File: src/rtl/display_scan_ctrl_pkg.sv
// Shared definitions for the multiplexed 4-digit display scanner:
// FSM state encoding, one-hot digit codes and rotation/anode helpers.
package display_scan_ctrl_pkg;

    typedef enum logic [1:0] {
        IDLE = 2'd0,
        SHOW = 2'd1,
        GAP  = 2'd2
    } scan_state_e;

    localparam logic [3:0] DIG_UNI = 4'b0001;
    localparam logic [3:0] DIG_DEC = 4'b0010;
    localparam logic [3:0] DIG_CEN = 4'b0100;
    localparam logic [3:0] DIG_MIL = 4'b1000;

    // Any non-one-hot code (e.g. an upset) falls back to unidades.
    function automatic logic [3:0] next_digit(input logic [3:0] cur);
        logic [3:0] nxt;
        case (cur)
            DIG_UNI: nxt = DIG_DEC;
            DIG_DEC: nxt = DIG_CEN;
            DIG_CEN: nxt = DIG_MIL;
            DIG_MIL: nxt = DIG_UNI;
            default: nxt = DIG_UNI;
        endcase
        return nxt;
    endfunction

    function automatic logic [3:0] anode_drive(input logic [3:0] dig,
                                               input logic [3:0] mask);
        return ~(dig & ~mask);
    endfunction

endpackage

File: src/rtl/display_scan_ctrl_timer.sv
// scan_timer: clearable up-counter with a runtime-selectable terminal count.
module scan_timer #(
    parameter int WIDTH = 8
) (
    input  logic             clk,
    input  logic             rst_n,
    input  logic             clr,
    input  logic             inc,
    input  logic [WIDTH-1:0] term,
    output logic             tc
);

    logic [WIDTH-1:0] count_r;

    // Counter register: clear has priority over increment.
    always_ff @(posedge clk or negedge rst_n) begin
        if (!rst_n) begin
            count_r <= {WIDTH{1'b0}};
        end else if (clr) begin
            count_r <= {WIDTH{1'b0}};
        end else if (inc) begin
            count_r <= count_r + WIDTH'(1);
        end else begin
            count_r <= count_r;
        end
    end

    assign tc = (count_r == term);

endmodule

File: src/rtl/display_scan_ctrl.sv
// Four-digit display scan controller: rotates a one-hot digit select and
// drives active-low anodes with an anode-off gap between digits.
module display_scan_ctrl
    import display_scan_ctrl_pkg::*;
#(
    parameter int DIGIT_CYCLES = 27000,
    parameter int GAP_CYCLES   = 270
) (
    input  logic       clk,
    input  logic       rst_n,
    input  logic       en,
    input  logic [3:0] blank_mask,
    output logic [3:0] sel,
    output logic [3:0] an_n,
    output logic       digit_tick
);

    localparam int MAX_CYCLES = (DIGIT_CYCLES > GAP_CYCLES) ? DIGIT_CYCLES : GAP_CYCLES;
    localparam int CW         = $clog2(MAX_CYCLES + 1);
    localparam bit HAS_GAP    = (GAP_CYCLES > 0);
    localparam logic [CW-1:0] SHOW_TERM = CW'(DIGIT_CYCLES - 1);
    localparam logic [CW-1:0] GAP_TERM  = CW'(HAS_GAP ? (GAP_CYCLES - 1) : 0);

    scan_state_e   state_r;
    scan_state_e   state_nxt_s;
    logic [3:0]    sel_r;
    logic [3:0]    sel_nxt_s;
    logic          tick_r;
    logic          tick_nxt_s;
    logic          tmr_clr_s;
    logic          tmr_inc_s;
    logic          tmr_tc_s;
    logic [CW-1:0] tmr_term_s;
    logic [3:0]    an_n_s;

    assign tmr_term_s = (state_r == GAP) ? GAP_TERM : SHOW_TERM;

    scan_timer #(
        .WIDTH (CW)
    ) u_timer (
        .clk   (clk),
        .rst_n (rst_n),
        .clr   (tmr_clr_s),
        .inc   (tmr_inc_s),
        .term  (tmr_term_s),
        .tc    (tmr_tc_s)
    );

    // State, digit select and tick registers.
    always_ff @(posedge clk or negedge rst_n) begin
        if (!rst_n) begin
            state_r <= IDLE;
            sel_r   <= DIG_UNI;
            tick_r  <= 1'b0;
        end else begin
            state_r <= state_nxt_s;
            sel_r   <= sel_nxt_s;
            tick_r  <= tick_nxt_s;
        end
    end

    // Next-state, rotation and timer control; disable wins over everything.
    always_comb begin
        state_nxt_s = state_r;
        sel_nxt_s   = sel_r;
        tick_nxt_s  = 1'b0;
        tmr_clr_s   = 1'b0;
        tmr_inc_s   = 1'b0;
        if (!en) begin
            state_nxt_s = IDLE;
            tmr_clr_s   = 1'b1;
        end else begin
            case (state_r)
                IDLE: begin
                    state_nxt_s = SHOW;
                    tick_nxt_s  = 1'b1;
                    tmr_clr_s   = 1'b1;
                end
                SHOW: begin
                    if (tmr_tc_s) begin
                        tmr_clr_s = 1'b1;
                        if (HAS_GAP) begin
                            state_nxt_s = GAP;
                        end else begin
                            sel_nxt_s  = next_digit(sel_r);
                            tick_nxt_s = 1'b1;
                        end
                    end else begin
                        tmr_inc_s = 1'b1;
                    end
                end
                GAP: begin
                    if (tmr_tc_s) begin
                        tmr_clr_s   = 1'b1;
                        state_nxt_s = SHOW;
                        sel_nxt_s   = next_digit(sel_r);
                        tick_nxt_s  = 1'b1;
                    end else begin
                        tmr_inc_s = 1'b1;
                    end
                end
                default: begin
                    state_nxt_s = IDLE;
                    tmr_clr_s   = 1'b1;
                end
            endcase
        end
    end

    // Anode drive: only en and blank_mask act combinationally on the held state.
    always_comb begin
        an_n_s = 4'b1111;
        if (en && (state_r == SHOW)) begin
            an_n_s = anode_drive(sel_r, blank_mask);
        end else begin
            an_n_s = 4'b1111;
        end
    end

    assign an_n       = an_n_s;
    assign sel        = sel_r;
    assign digit_tick = tick_r;

endmodule

File: config.mk
export PLATFORM = sky130hd
export DESIGN_NAME = display_scan_ctrl
export DESIGN_NICKNAME = d
export VERILOG_FILES = /design/src/rtl/display_scan_ctrl_pkg.sv /design/src/rtl/display_scan_ctrl_timer.sv /design/src/rtl/display_scan_ctrl.sv
export SDC_FILE = /design/constraint.sdc
export NUM_CORES = 1
export LEC_CHECK = 0
export BUFFER_PORTS_ARGS = -buffer_cell sky130_fd_sc_hd__buf_4
export CORE_UTILIZATION = 57
export DETAILED_ROUTE_END_ITERATION = 16
export PLACE_DENSITY_LB_ADDON = 0.12
export SLEW_MARGIN = 10
export SYNTH_ARGS = -nofsm -noshare
export SYNTH_HDL_FRONTEND = slang
export SYNTH_HIERARCHICAL = 1
export SYNTH_SLANG_ARGS = --single-unit
File: constraint.sdc
create_clock -name clk -period 6.3 [get_ports clk]
set_input_delay 1.26 -clock clk [delete_from_list [all_inputs] [get_ports clk]]
set_output_delay 1.26 -clock clk [all_outputs]
set_load 0.02 [all_outputs]
Word level (Yosys, flattened, before mapping)
Index checks and enable logic that the tools add are counted.
W data, S select, Z words.

storage, ports and cells
  input bits = 7
  logic and storage cells = 39
  bits in registers = 22
  output and inout bits = 9

operators by class
  multiplexer cells = 17
  add/subtract/negate cells = 1
  bitwise gates (word level) = 3
  reductions and logical operators = 6
  eq/ne operators = 8

operators with widths
  operator                 number
  $mux W15                 3
  $add A15 B1 Y15 const B  1
  $eq A15 B15 Y1           1
  $pmux W4 S3              1
  $not A4 Y4               2
  $mux W1                  7
  $mux W2                  3
  $ne A3 B3 Y1 const B     2
  $pmux W2 S3              1
  $and A4 B4 Y4            1
  $eq A4 B1 Y1 const B     1
  $eq A4 B2 Y1 const B     1
  $eq A4 B3 Y1 const B     1
  $mux W4                  1
  $reduce_and A3 Y1        1
  $eq A2 B1 Y1 const B     1
  $eq A2 B2 Y1 const B     1
  $logic_not A2 Y1         1
  $pmux W1 S2              1
  $reduce_and A2 Y1        1
  $reduce_bool A2 Y1       1
  $reduce_or A2 Y1         1
  $logic_and A1 B1 Y1      1

Longest topological paths before layout
  depth in word-level cells = 8
  gate-level depth with buffers = 14
  gate-level depth less buffers = 13

By module
The synthesis kept the hierarchy.

by module, submodules not included
  module             area each (µm²)  cells an instance  sequential area each (µm²)  instances
  scan_timer         927.1            97                 375.4                       1
  display_scan_ctrl  456.7            48                 176.4                       1

Worst setup path before layout
Ideal clock, no wire load.

  path kind = register -> register
  from = register state_r[0]
  to = register u_timer.count_r[13]
  arrival time = 3.072 ns
  stages on the path, launching flop included = 15
  library setup time = 0.077 ns
  path slack = 3.150 ns
  period minus slack after synthesis = 3.150 ns
  cell sequence = dfrtp_1 -> inv_1 -> ha_1 -> inv_1 -> xnor2_1 -> nand4_1 -> nor4_1 -> inv_1 -> and3_2 -> inv_1 -> buf_4 -> o2111a_2 -> nand3_2 -> or4_1 -> a21oi_1

between the ends
  cells in the longest elaborated chain, start to end = 7
  elaborated cells between the ends (all ways) = 13

RTL lines
  element                       RTL line                                          RTL
  start, declared               display_scan_ctrl.sv:24                           scan_state_e state_r;
  start signal, assigned        display_scan_ctrl.sv:56                           state_r <= state_nxt_s;
  $eq A2 B2 Y1                  display_scan_ctrl.sv:36                           assign tmr_term_s = (state_r == GAP) ? GAP_TERM : SHOW_TERM;
  $mux W15                      display_scan_ctrl.sv:36
  net tmr_term_s[11]            display_scan_ctrl.sv:33                           logic [CW-1:0] tmr_term_s;
  $eq A15 B15 Y1                display_scan_ctrl_timer.sv:28                     assign tc = (count_r == term);
  net tmr_tc_s                  display_scan_ctrl.sv:32                           logic tmr_tc_s;
  $mux W1                       display_scan_ctrl.sv:80, display_scan_ctrl.sv:93
  $mux W1                       -
  $mux W1                       display_scan_ctrl.sv:69                           if (!en) begin
  net tmr_inc_s                 display_scan_ctrl.sv:31                           logic tmr_inc_s;
  $reduce_bool A2 Y1 (no line)  -
  end signal, assigned          display_scan_ctrl_timer.sv:20                     count_r <= {WIDTH{1'b0}};
  end signal, assigned          display_scan_ctrl_timer.sv:22                     count_r <= count_r + WIDTH'(1);
  end signal, assigned          display_scan_ctrl_timer.sv:24                     count_r <= count_r;
  end, declared                 display_scan_ctrl_timer.sv:13                     logic [WIDTH-1:0] count_r;

The timed path passes the listed nets, and every way through them passes these cells.
A chain may end at the register's enable or synchronous reset.

Worst setup path after layout
Same ends and word-level chain as after synthesis.

==> impl_metrics.py <==
metrics = {
    "floorplan": {
        "num_rows": 17,
        "core_area_mm2": 0.002255,
        "io_pins": 16,
        "dieHeight_um": 51.27,
        "die_area_mm2": 0.002629,
        "start_util_pct": 61.38,
        "die_w_um": 51.27,
    },
    "clock_tree": {
        "clock_latency_ns": 0.31,
        "postCtsHoldBufs": 0,
        "h-tree-depth": 1,
        "clk_pin_slew_ns": 0.13,
        "cts_inserted_buffers": 3,
        "root_buffer": "clkbuf_4",
        "cts_setup_buffers": 0,
        "cts_buffer_depth": 2,
        "cts-resized-gates": 0,
        "tritoncts": "built",
        "clock_sinks": 22,
    },
    "setup_path": {
        "crit_family": "simple AND/OR/NAND/NOR gates",
        "cp-start-kind": "flip-flop",
        "r2r_start": "state_r[0]$_DFFE_PN0P_",
        "crit_type": "reg2reg",
        "path_max_fanout": 17,
        "r2r_slack_ns": 2.41,
        "crit_slowest_cell": "nor4_1",
        "critPathCapture": "u_timer/count_r[13]$_DFFE_PN0P_",
        "critPathArrivalTime_ns": 4.14,
        "path_buf_inv": 4,
        "cp-end-kind": "flip-flop",
        "crit_path_start": "state_r[0]$_DFFE_PN0P_",
        "critPathMostFrequentCell": "inv_1",
        "worstRegToRegCells": 13,
        "rr_endpoint": "u_timer/count_r[13]$_DFFE_PN0P_",
        "path_depth": 13,
        "cpPeakStageDelay_ns": 0.66,
        "cp.required_ns": 6.55,
        "path_cells": "inv_1 -> ha_1 -> inv_1 -> xnor2_1 -> nand4_1 -> nor4_1 -> inv_1 -> and3_2 -> inv_1 -> o2111a_2 -> nand3_2 -> or4_1 -> a21oi_1",
    },
    "cells_and_area": {
        "stdcell_area_mm2": 0.001556,
        "area_growth_pct": 12.48,
        "nFillCells": 201,
        "seq_area_um2": 551.8,
        "drive_above_1_share_pct": 17.28,
        "multi_input_area_um2": 770.7,
        "nNetsFinal": 175,
        "n_antenna_cell": 0,
    },
    "synthesis": {
        "netlist_area_mm2": 0.001384,
        "synth_edf_count": 0,
        "ys_seq_elements": 22,
        "synth_area_leaders": "dfrtp_1 38%, xnor2_1 15%, ha_1 4.5%",
        "synth_top_area_share_pct": 37.97,
        "yosys.area.top_type": "dfrtp_1",
        "synth.most_common_cell": "xnor2_1",
        "post_synth_inst_count": 145,
        "ys_types": 35,
        "synth-async-reset-ratio_pct": 100.0,
        "synth_ff_type": "dfrtp_1",
        "avgSynthCellArea_um2": 9.544,
        "yosys_warnings": 6,
        "ys_seq_area_share_pct": 39.87,
        "synth_common_cells": "23 x xnor2_1, 21 x dfrtp_1, 16 x nor2_1",
    },
    "power": {
        "clockPowerShare_pct": 38.9,
        "p_per_area_mw_per_mm2": 180.2,
        "sw_frac_of_total_pct": 22.41,
        "ir_worst_vdd_uv": 137.2,
        "power.internal_uw": 217.7,
        "seqPwrFrac_pct": 51.5,
        "leakagePower_nw": 0.6096,
        "power.switching_uw": 62.88,
        "combPwrFrac_pct": 9.6,
    },
    "routing": {
        "wl_mm": 2.903,
        "drt_iter0_drc": 20,
        "routedWlPerCell_um": 15.28,
        "via_per_inst": 5.668,
        "drc": 0,
        "vias": 1077,
        "drtPass1Iterations": 4,
        "final_antenna_net_count": 0,
    },
    "flow_run": {
        "drv_cap": 0,
    },
    "global_route": {
        "grt_usage_pct": 25.76,
        "grt_pass1_vias": 1083,
        "grt-ovfl-total": 0,
        "antenna_found_initial": 0,
        "grt_max_degree": 23,
        "grt_pass1_wl_mm": 4.940,
    },
    "sta": {
        "fin_tns_setup_ns": 0,
        "slew_headroom_pct": 51.87,
        "timing.final.crit_period_ns": 3.893,
        "rsz0062_at_grt": "no",
        "fin_skew_ns": 0.007375,
        "fmax_mhz": 256.9,
        "slew_viol_final": 0,
        "worstMarginPinSlew_ns": 0.7153,
        "setup_viol": 0,
        "finalHoldViolCount": 0,
        "fin_crit_sh_pct": 61.79,
    },
    "run_status": {
        "status": "finished, final reports clean",
    },
    "placed_design": {
        "hpwl_mm": 2.112,
        "numPortBuffers": 15,
        "gp_congestion": 0.7914,
        "placed_area_mm2": 0.001504,
    },
    "min_path": {
        "whs_path_depth": 2,
        "min-delay-path-class": "reg2reg",
    },
}
[placed cells by master (no fill, tap or decap), types with 5 or more instances in the layout]
| cell type | count |
|---|---|
| xnor2_1 | 23 |
| dfrtp_1 | 21 |
| nor2_1 | 16 |
| buf_4 | 15 |
| inv_1 | 9 |
| nand4_1 | 7 |
| conb_1 | 7 |
| nand3_1 | 6 |
| nand2_1 | 6 |
| nor3_1 | 6 |
| ha_1 | 5 |
| xor2_1 | 5 |
[power by group through the flow]
stage	clock [mW]	combinational, mW	sequential (mW)
floorplan	0	0.0178	0.148
global placement	0	0.0260	0.147
detailed placement	0	0.0268	0.147
CTS	0.114	0.0271	0.144
global route	0.118	0.0303	0.145
finish	0.109	0.0270	0.144
[worst min path at each step]
| stage | from | endpoint | slack [ns] |
|---|---|---|---|
| 5_1_grt | sel[0]$_DFFE_PN1P_ | sel[0]$_DFFE_PN1P_ | 0.60 |
| 4_1_cts | sel[0]$_DFFE_PN1P_ | sel[0]$_DFFE_PN1P_ | 0.58 |
| 3_3_place_gp | sel[0]$_DFFE_PN1P_ | sel[0]$_DFFE_PN1P_ | 0.55 |
| 6_report | sel[0]$_DFFE_PN1P_ | sel[0]$_DFFE_PN1P_ | 0.58 |
| 3_5_place_dp | sel[0]$_DFFE_PN1P_ | sel[0]$_DFFE_PN1P_ | 0.56 |
| 2_1_floorplan | u_timer/count_r[14]$_DFFE_PN0P_ | u_timer/count_r[14]$_DFFE_PN0P_ | 0.53 |
[cell families (layout without fill, tap and decap cells)]
logic type,count (synthesis),in the layout,synth area share [%]
and+or+nand+nor,57,57,23.24
xor gates and xnor gates,28,28,17.72
DFF,22,22,39.87
buffers and inverters,16,28,5.786
AOI/OAI and AO/OA,14,14,7.594
adders and majority gates,5,5,4.521
other,2,7,0.5427
muxes,1,1,0.7234
[final cells by class]
| type | count | share of cell area, % |
|---|---|---|
| clock buffers | 3 | 1.447 |
| clock inverters | 1 | 1.929 |
| inverters | 9 | 2.170 |
| multi-input cells | 112 | 49.52 |
| flip-flops and latches | 22 | 35.45 |
| well taps | 28 | 2.251 |
| repair buffers | 15 | 7.235 |
[routing by layer]
layer / track usage, % / up-vias / routed length (µm)
met2: 43.64 / 11 / 1428
met4: 9.459 / 0 / 19
met1: 33.27 / 534 / 1405
met5: 0 / - / 0
li1: - / 530 / -
met3: 3.571 / 2 / 50
[sequential cells by signal, indices dropped and copies added (netlist names)]
| register | count |
|---|---|
| sel | 4 |
| digit_tick | 1 |
| state_r | 2 |
| u_timer/count_r | 15 |
[per-stage QoR]
step	utilization (%)	cells	power, mW	worst slack [ns]	hold WS, ns
2_1_floorplan	-	150	0.1656	3.150	0.5337
3_3_place_gp	66.70	186	0.1730	2.590	0.5490
5_1_grt	69.03	190	0.2929	2.069	0.6005
6_report	69.03	190	0.2805	2.407	0.5819
3_5_place_dp	66.70	186	0.1739	2.415	0.5589
4_1_cts	69.03	190	0.2851	2.386	0.5792
[worst register-to-register path, delay by kind of cell (launching register included)]
kind	cells	cell delay, ns
AND/OR/NAND/NOR	5	1.70
AO/OA/AOI/OAI	2	0.48
buffers and inverters	4	0.89
XOR/XNOR	1	0.16
flip-flops	1	0.39
adder cells (fa/ha/maj)	1	0.20
No activity file was read; power rests on OpenSTA's default activity.
